**config.mk**
```make
export PLATFORM = sky130hd
export DESIGN_NAME = result_streamer_flat
export DESIGN_NICKNAME = d
export VERILOG_FILES = /design/src/rtl/result_streamer_pkg.sv /design/src/rtl/result_streamer_if.sv /design/src/rtl/result_streamer_ram.sv /design/src/rtl/result_streamer.sv /design/src/flat_wrapper.sv
export SDC_FILE = /design/constraint.sdc
export NUM_CORES = 2
export LEC_CHECK = 0
export CORE_MARGIN = 1.5
export CORE_UTILIZATION = 55
export CTS_CLUSTER_DIAMETER = 80
export DETAILED_ROUTE_END_ITERATION = 8
export GPL_TIMING_DRIVEN = 0
export PLACE_DENSITY_LB_ADDON = 0.15
export SYNTH_ARGS = -nofsm -noshare
export SYNTH_HDL_FRONTEND = slang
export SYNTH_SLANG_ARGS = --single-unit
```
**constraint.sdc**
```tcl
create_clock -name i_clk -period 6.71 [get_ports i_clk]
set_input_delay 1.6775 -clock i_clk [delete_from_list [all_inputs] [get_ports i_clk]]
set_output_delay 1.6775 -clock i_clk [all_outputs]
set_load 0.1 [all_outputs]
```
**src/rtl/result_streamer_pkg.sv**
```systemverilog
// Shared definitions for the result streamer: command-word field layout, opcode and FSM states.
package result_streamer_pkg;
   localparam int DATA_W_DEF = 32;
   localparam int MODE_W     = 32;

   localparam int OP_LSB     = 0;
   localparam int OP_MSB     = 3;
   localparam int BITSER_POS = 4;
   localparam int CNT_LSB    = 8;
   localparam int CNT_MSB    = 15;

   localparam logic [3:0] OP_STREAM = 4'h3;

   typedef enum logic [1:0] {
      S_IDLE,
      S_LOAD,
      S_SEND,
      S_DONE
   } state_e;
endpackage

```
**src/rtl/result_streamer_if.sv**
```systemverilog
// Bus bundle between a controller/sink (master) and the result streamer (slave).
interface result_streamer_if #(
   parameter int DATA_W = 32,
   parameter int ADDR_W = 6
);
   logic                     enable;
   logic [31:0]              mode;
   logic                     wr_en;
   logic [ADDR_W-1:0]        wr_addr;
   logic signed [DATA_W-1:0] wr_data;
   logic signed [DATA_W-1:0] out_data;
   logic                     out_valid;
   logic                     out_ready;
   logic                     busy;
   logic                     done;

   modport master (
      output enable, mode, wr_en, wr_addr, wr_data, out_ready,
      input  out_data, out_valid, busy, done
   );

   modport slave (
      input  enable, mode, wr_en, wr_addr, wr_data, out_ready,
      output out_data, out_valid, busy, done
   );
endinterface

```
**src/rtl/result_streamer_ram.sv**
```systemverilog
// Result buffer: one write port, one registered read port (1-cycle latency, old word on collision).
// Read register only updates when i_rd_en is high, so a fetched word stays put while it is being sent.
module result_ram #(
   parameter int DATA_W = 32,
   parameter int DEPTH  = 64,
   parameter int ADDR_W = $clog2(DEPTH)
) (
   input  logic                     i_clk,
   input  logic                     i_wr_en,
   input  logic [ADDR_W-1:0]        i_wr_addr,
   input  logic signed [DATA_W-1:0] i_wr_data,
   input  logic                     i_rd_en,
   input  logic [ADDR_W-1:0]        i_rd_addr,
   output logic signed [DATA_W-1:0] o_rd_data
);
   logic signed [DATA_W-1:0] r_mem [DEPTH];

   always_ff @(posedge i_clk) begin
      if (i_wr_en) r_mem[i_wr_addr] <= i_wr_data;
      if (i_rd_en) o_rd_data        <= r_mem[i_rd_addr];
   end
endmodule

```
**src/rtl/result_streamer.sv**
```systemverilog
// Streams buffered result words (or their bits LSB-first) over a valid/ready port; one bubble between words.
// Beats hold while out_ready is low; enable low freezes everything, buffer writes are always accepted.
module result_streamer
   import result_streamer_pkg::*;
#(
   parameter int DATA_W = DATA_W_DEF,
   parameter int DEPTH  = 64,
   parameter int ADDR_W = 6
) (
   input  logic              i_clk,
   input  logic              i_rst_n,
   result_streamer_if.slave  io_bus
);
   localparam int CNT_W = ADDR_W + 1;
   localparam int BIT_W = $clog2(DATA_W);

   state_e             r_state, w_state_nxt;
   logic [ADDR_W-1:0]  r_addr, w_addr_nxt;
   logic [CNT_W-1:0]   r_left, w_left_nxt;
   logic [BIT_W-1:0]   r_bit, w_bit_nxt;
   logic               r_bitser, w_bitser_nxt;
   logic               r_out_valid, w_valid_nxt;
   logic               w_rd_en;
   logic               w_accept;
   logic [3:0]         w_op;
   logic [7:0]         w_cnt;
   logic [CNT_W-1:0]   w_cnt_clamp;
   logic               w_mode_unused;
   logic signed [DATA_W-1:0] w_ram_q;

   result_ram #(.DATA_W(DATA_W), .DEPTH(DEPTH), .ADDR_W(ADDR_W)) u_ram (
      .i_clk     (i_clk),
      .i_wr_en   (io_bus.wr_en),
      .i_wr_addr (io_bus.wr_addr),
      .i_wr_data (io_bus.wr_data),
      .i_rd_en   (w_rd_en),
      .i_rd_addr (r_addr),
      .o_rd_data (w_ram_q)
   );

   assign w_op          = io_bus.mode[OP_MSB:OP_LSB];
   assign w_cnt         = io_bus.mode[CNT_MSB:CNT_LSB];
   assign w_mode_unused = ^{io_bus.mode[MODE_W-1:CNT_MSB+1], io_bus.mode[CNT_LSB-1:BITSER_POS+1]};
   assign w_cnt_clamp   = (int'(w_cnt) > DEPTH) ? CNT_W'(DEPTH) : CNT_W'(w_cnt);
   assign w_accept      = r_out_valid && io_bus.out_ready;

   always_comb begin
      w_state_nxt  = r_state;
      w_addr_nxt   = r_addr;
      w_left_nxt   = r_left;
      w_bit_nxt    = r_bit;
      w_bitser_nxt = r_bitser;
      w_valid_nxt  = r_out_valid;
      w_rd_en      = 1'b0;
      if (io_bus.enable) begin
         unique case (r_state)
            S_IDLE: begin
               if (w_op == OP_STREAM) begin
                  if (w_cnt == '0) begin
                     w_state_nxt = S_DONE;
                  end else begin
                     w_state_nxt  = S_LOAD;
                     w_left_nxt   = w_cnt_clamp;
                     w_bitser_nxt = io_bus.mode[BITSER_POS];
                     w_addr_nxt   = '0;
                     w_bit_nxt    = '0;
                  end
               end
            end
            S_LOAD: begin
               w_rd_en     = 1'b1;
               w_state_nxt = S_SEND;
               w_valid_nxt = 1'b1;
            end
            S_SEND: begin
               if (w_accept) begin
                  // Bits of one word go back-to-back; only a word boundary revisits LOAD.
                  if (r_bitser && (r_bit != BIT_W'(DATA_W - 1))) begin
                     w_bit_nxt = r_bit + BIT_W'(1);
                  end else begin
                     w_bit_nxt   = '0;
                     w_valid_nxt = 1'b0;
                     if (r_left == CNT_W'(1)) begin
                        w_state_nxt = S_DONE;
                     end else begin
                        w_state_nxt = S_LOAD;
                        w_addr_nxt  = r_addr + ADDR_W'(1);
                        w_left_nxt  = r_left - CNT_W'(1);
                     end
                  end
               end
            end
            S_DONE: begin
               if (w_op != OP_STREAM) w_state_nxt = S_IDLE;
            end
            default: w_state_nxt = S_IDLE;
         endcase
      end
   end

   always_ff @(posedge i_clk or negedge i_rst_n) begin
      if (!i_rst_n) begin
         r_state     <= S_IDLE;
         r_addr      <= '0;
         r_left      <= '0;
         r_bit       <= '0;
         r_bitser    <= 1'b0;
         r_out_valid <= 1'b0;
      end else begin
         r_state     <= w_state_nxt;
         r_addr      <= w_addr_nxt;
         r_left      <= w_left_nxt;
         r_bit       <= w_bit_nxt;
         r_bitser    <= w_bitser_nxt;
         r_out_valid <= w_valid_nxt;
      end
   end

   // Gating on r_out_valid makes out_data drop to zero with the asynchronous reset.
   assign io_bus.out_data  = !r_out_valid ? '0 :
                             r_bitser ? {{(DATA_W-1){1'b0}}, w_ram_q[r_bit]} : w_ram_q;
   assign io_bus.out_valid = r_out_valid;
   assign io_bus.busy      = (r_state == S_LOAD) || (r_state == S_SEND);
   assign io_bus.done      = (r_state == S_DONE);
endmodule

```
**src/flat_wrapper.sv**
```systemverilog
// flat-port wrapper written by rule: the top's interface ports become plain ports
module result_streamer_flat import result_streamer_pkg::*;
#(
   parameter int DATA_W = DATA_W_DEF,
   parameter int DEPTH  = 64,
   parameter int ADDR_W = 6
)
  (i_clk, i_rst_n, io_bus_enable, io_bus_mode, io_bus_wr_en, io_bus_wr_addr, io_bus_wr_data, io_bus_out_ready, io_bus_out_data, io_bus_out_valid, io_bus_busy, io_bus_done);
  result_streamer_if #(.DATA_W(DATA_W), .ADDR_W(ADDR_W)) io_bus_i ();
  input  logic i_clk;
  input  logic i_rst_n;
  input wire logic [$bits(io_bus_i.enable)-1:0] io_bus_enable;
  input wire logic [$bits(io_bus_i.mode)-1:0] io_bus_mode;
  input wire logic [$bits(io_bus_i.wr_en)-1:0] io_bus_wr_en;
  input wire logic [$bits(io_bus_i.wr_addr)-1:0] io_bus_wr_addr;
  input wire logic [$bits(io_bus_i.wr_data)-1:0] io_bus_wr_data;
  input wire logic [$bits(io_bus_i.out_ready)-1:0] io_bus_out_ready;
  output wire logic [$bits(io_bus_i.out_data)-1:0] io_bus_out_data;
  output wire logic [$bits(io_bus_i.out_valid)-1:0] io_bus_out_valid;
  output wire logic [$bits(io_bus_i.busy)-1:0] io_bus_busy;
  output wire logic [$bits(io_bus_i.done)-1:0] io_bus_done;
  assign io_bus_i.enable = io_bus_enable;
  assign io_bus_i.mode = io_bus_mode;
  assign io_bus_i.wr_en = io_bus_wr_en;
  assign io_bus_i.wr_addr = io_bus_wr_addr;
  assign io_bus_i.wr_data = io_bus_wr_data;
  assign io_bus_i.out_ready = io_bus_out_ready;
  assign io_bus_out_data = io_bus_i.out_data;
  assign io_bus_out_valid = io_bus_i.out_valid;
  assign io_bus_busy = io_bus_i.busy;
  assign io_bus_done = io_bus_i.done;
  result_streamer #(.DATA_W(DATA_W), .DEPTH(DEPTH), .ADDR_W(ADDR_W)) u_core (.i_clk(i_clk), .i_rst_n(i_rst_n), .io_bus(io_bus_i));
endmodule
```
==> After elaboration in Yosys (flattened, before gate mapping) <==
Memories as Yosys holds them, arrays and structs flattened. A register that Yosys moved wholly into a read port is not among the register bits.
Cells that the tools add are included.
{ "word_totals": {"ff_bits": 22, "ramBits": 2048, "in_bits": 75, "output_inout_bits": 35, "wordCells": 74, "memories": 1} }
{ "classes": {"addsub": 3, "order_cmp": 2, "n_eq_ne": 13, "muxes": 36, "bitwise_logic": 1, "n_reduce_logical": 12} }
{ "mem_list": {"columns": ["name", "depth", "width", "read_ports", "rd_ports_with_merged_regs", "write_ports", "line", "text"], "rows": [
  ["u_core.u_ram.r_mem", 64, 32, 1, 1, 1, "result_streamer_ram.sv:16", "logic signed [DATA_W-1:0] r_mem [DEPTH];"]
]} }
{ "op_table": {"columns": ["op", "n"], "rows": [
  ["$mux W32", 2],
  ["$mux W7", 6],
  ["$mux W6", 5],
  ["$mux W5", 4],
  ["$pmux W7 S2", 1],
  ["$mux W2", 6],
  ["$pmux W6 S2", 1],
  ["$pmux W5 S2", 1],
  ["$reduce_and A5 Y1", 2],
  ["$gt A8 B7 Y1 const B", 1],
  ["$logic_not A8 Y1", 1],
  ["$pmux W2 S4", 1],
  ["$reduce_and A4 Y1", 2],
  ["$eq A7 B1 Y1 const B", 1],
  ["$mux W1", 7],
  ["$reduce_and A7 Y1", 1],
  ["$sub A7 B1 Y7 const B", 1],
  ["$add A6 B1 Y6 const B", 1],
  ["$lt A5 B6 Y1 const B", 1],
  ["$ne A2 B1 Y1 const B", 3],
  ["$ne A2 B2 Y1 const B", 3],
  ["$add A5 B1 Y5 const B", 1],
  ["$bmux W1 S5", 1],
  ["$ne A5 B5 Y1 const B", 1],
  ["10 further kinds", 13]
]} }

==> Longest topological paths before layout <==
{ "depth": {"depth_word": 5, "depth_mapped": 10, "ltp_nobuf": 8} }

==> Cells and area by module <==
A second synthesis with hierarchy kept.
{ "unflattened": {"hier_cells": 3550, "area_unflattened_um2": 80786.2} }
{ "modules_own_cells": {"columns": ["module", "n_inst", "cells_each", "area_per_inst_um2", "seq_area_each_um2"], "rows": [
  ["result_ram", 1, 3324, 78835.6, 62459.9],
  ["result_streamer", 1, 226, 1950.6, 550.5]
]} }

==> Worst setup path after synthesis <==
Ideal clock, no wire load.
{ "synth_path": {"kind": "in2reg", "start": "input port io_bus_wr_addr[3]", "end": "memory u_core.u_ram.r_mem[41][0] (enable)", "setup_ns": 0.461, "arrival_time_ns": 4.644, "t_required_ns": 6.249, "setup_slack_ns": 1.605, "path_stages": 4, "path_buffers": 1, "cell_sequence": "clkbuf_1 inv_1 or3_1 nor3_1"} }
{ "synth_rtl": {"columns": ["element", "line", "text"], "rows": [
  ["from (decl)", "flat_wrapper.sv:15", "input wire logic [$bits(io_bus_i.wr_addr)-1:0] io_bus_wr_addr;"],
  ["to (decl)", "result_streamer_ram.sv:16", null]
]} }
Straight into the memory's write port.

==> Worst setup path in the final report <==
{ "layout_path": {"start": "register u_core.r_bit[0]", "end": "output port io_bus_out_data[0]"} }
{ "layout_between": {"elab_chain_cells": 4} }
{ "layout_lines": {"columns": ["element", "line", "text"], "rows": [
  ["from (decl)", "result_streamer.sv:20", "logic [BIT_W-1:0] r_bit, w_bit_nxt;"],
  ["from (signal assigned)", "result_streamer.sv:113", "r_bit <= w_bit_nxt;"],
  ["$bmux W1 S5", "result_streamer.sv:121", "r_bitser ? {{(DATA_W-1){1'b0}}, w_ram_q[r_bit]} : w_ram_q;"],
  ["$mux W1 (implied by the code)", "result_streamer.sv:121", null],
  ["$mux W32", "result_streamer.sv:121", null],
  ["$mux W32", "result_streamer.sv:120", "assign io_bus.out_data = !r_out_valid ? '0 :"],
  ["to (decl)", "flat_wrapper.sv:18", "output wire logic [$bits(io_bus_i.out_data)-1:0] io_bus_out_data;"]
]} }
Every way passes these cells. The select of a mux whose other input is x is not followed.

==> results.cfg <==
[worst_setup_path]
rrSetupSlack_ns = 1.72
cpMaxStageDelayCell = clkdlybuf4s50_1
cpMostUsedCell = mux4_2
r2r_end = u_core.u_ram.o_rd_data[20]
rr_startpoint = u_core.r_addr[1]
required_ns = 5.03
criticalPathCategory = flop to output pin
cp-start-kind = flop
r2r_cells = 7
crit_end = io_bus_out_data[0]
path_cells = clkbuf_1, mux4_2, mux4_2, nand2_1, a31oi_1, clkdlybuf4s50_1
crit_fanout = 9
cp_slowest_stage_delay_ns = 0.99
endpoint_kind = output pin
startpoint = u_core.r_bit[0]
critPathArrivalTime_ns = 3.90

[global_route]
grt_pass1_vias = 39600
overflow = 0
grt_usage_pct = 30.0
grt_max_degree = 65
antenna_found_initial = 14
grt_pass1_wl_um = 304000

[floorplanning]
core_area_um2 = 146000
die_area_um2 = 149000
die_y_um = 386
initial_utilization_pct = 55.4
die_w_um = 386
fp-row-count = 140
num_io_pins = 110

[cells_and_area]
final_layout_size_suffix_gt1_share_pct = 30.4
fill_cells = 9368
final_cell_mix = edfxtp_1, mux4_2, clkbuf_16
design_area_um2 = 93200
syn2layout_area_growth_pct = 15.3
fin_nets = 3879
regArea_um2 = 63000
layout_commonest_cell = edfxtp_1
multi_input_area_um2 = 17400

[flow_run]
maxCapViolations = 1

[placed_design]
dp_slack_ns = 1.55
place_area_um2 = 86600
gp_congestion = 0.896
dp_hpwl_um = 148000
io_buffer_count = 89

[yosys]
synth_compound_area_share_pct = 1.09
synthTopCellsByArea = edfxtp_1, mux4_2, dfrtp_1, mux2_2, a22oi_1
synth_top_family_by_area = multiplexers
synth-edff-count = 2080
ys_seq_area_share_pct = 78.0
synth_seq_cells = 2102
yosysTopAreaCellShare_pct = 77.3
async_reset_ff_share_pct = 1.05
netlist_area_um2 = 80800
synthFlopType = edfxtp_1
synth.distinct_cells = 47
muxShareOfSynthArea_pct = 18.0
syn_nets = 3479
ys.warnings.count = 0
synth_simple_gate_area_share_pct = 1.72
yosysTopAreaCell = edfxtp_1
synthXorXnorAreaFrac_pct = 0
avgSynthCellArea_um2 = 23.8
synthAdderAreaFrac_pct = 0.139
netlist_instances = 3395

[drt]
first_pass_iters = 5
vias_per_cell = 6.69
drc = 0
drtAntennaViolNets = 0
wl_per_cell_um = 37.2
vias = 39400
drtIter0Drc = 5667
drt_wl_total_um = 219000

[min_path]
worstHoldPathType = flop to flop

[cts]
cts_buffers = 203
htree_levels = 4
cts_tree = done
cts_resized = 0
insertion_delay_ns = 0.84
cts_root_buf = clkbuf_16
clk_pin_slew_worst_paths_ns = 0.06
clock_path_buffers = 3
clock_sinks = 2102
cts_hold_buf = 0
post_cts_buffers = 0

[timing]
finalCriticalPeriod_ns = 5.58
rsz0062_at_grt = false
slew_viol_final = 11
timing.final.crit_share_pct = 83.2
setup_viol = 0
timing_worst_slew_pin_value_ns = 1.53
fin_worst_skew_ns = 0.0206
hold_viol = 0
slew_headroom_pct = -1.88
tns_ns = 0
fmax_ghz = 0.179
layout_setup_ws_ns = 1.13

[outcome]
violations = capacitance limit, slew limit
outcome = finished with violations

[power_and_ir_drop]
irDropWorstVdd_mv = 0.252
powerDensity_nw_per_um2 = 363
power.static_leakage_nw = 28.2
worst max-delay path: cells and delay by family, from the launching register on:
kind                   cells  cell delay [ns]
AO/OA/AOI/OAI              1             0.08
buffers and inverters      2             1.46
flip-flops                 1             0.37
multiplexers               2             1.08
AND/OR/NAND/NOR            1             0.08
worst min path at each step:
stage                           startpoint                to  slack [ns]  cells past startpoint
after detailed placement  u_core.r_left[5]  u_core.r_left[5]        0.55                      2
final                     u_core.r_left[5]  u_core.r_left[5]        0.57                      2
after global placement    u_core.r_left[5]  u_core.r_left[5]        0.53                      2
after global routing      u_core.r_left[6]  u_core.r_left[6]        0.61                      2
after floorplan           u_core.r_left[5]  u_core.r_left[5]        0.49                      2
after CTS                 u_core.r_left[5]  u_core.r_left[5]        0.56                      2
per-layer routing:
metal	GRT usage [%]	wire length [um]
met3	7.25	23200
met1	42.1	83100
met4	12.9	10000
met5	0	55
met2	45.5	103000
through the flow:
| stage | util [%] | total power, mW | cells | hold slack [ns] |
|---|---|---|---|---|
| 2_1_floorplan | - | 19.9 | 3395 | 0.494 |
| 3_3_place_gp | 57.7 | 22.5 | 5401 | 0.529 |
| 3_5_place_dp | 59.4 | 22.7 | 5507 | 0.546 |
| 4_1_cts | 63.9 | 33.9 | 5881 | 0.560 |
| 5_1_grt | 63.9 | 34.7 | 5881 | 0.606 |
| 6_report | 63.9 | 33.8 | 5885 | 0.568 |
registers in the layout (all words and copies together) (netlist names):
| signal | cells |
|---|---|
| u_core.r_left | 7 |
| u_core.r_state | 2 |
| u_core.r_bitser | 1 |
| u_core.u_ram.o_rd_data | 32 |
| u_core.r_bit | 5 |
| u_core.io_bus.out_valid | 1 |
| u_core.u_ram.r_mem | 2048 |
| u_core.r_addr | 6 |
Yosys cell counts, types with 6 or more instances:
master       n
dfrtp_1     22
ha_1         9
nor2_1      74
nand2b_1    14
nand3_1     40
buf_1       22
a21oi_1     10
mux2i_1     31
buf_4       17
or3_1        6
buf_6        6
a22oi_1     44
edfxtp_1  2080
inv_1        9
clkbuf_1    84
and2_1      34
nor2b_1     13
buf_2       52
o21ai_0     18
nor3_1       6
mux4_2     615
mux2_2      33
o211ai_1    24
a31oi_1      8
nor4_1       6
nand2_1     81
logic make-up after synthesis:
logic type | after synthesis
flops | 2102
buf+inv | 190
compound gates | 124
simple gates | 291
fa+ha+maj | 9
mux | 679
layout make-up:
class / count / share of cell area, %
Antenna cell: 4 / 0.0107
Buffer: 181 / 0.919
Clock buffer: 244 / 5.66
Clock inverter: 130 / 1.40
Inverter: 9 / 0.0363
Multi-Input combinational cell: 1103 / 18.7
Sequential cell: 2102 / 67.6
Tap cell: 1917 / 2.57
Timing Repair Buffer: 195 / 3.09
power breakdown:
group	internal [mW]	leakage [nW]	switching [mW]
clock	6.52	3.20	4.83
combinational	3.11	5.99	4.58
sequential	14.6	19.0	0.102
(Power assumes the default switching activity.)
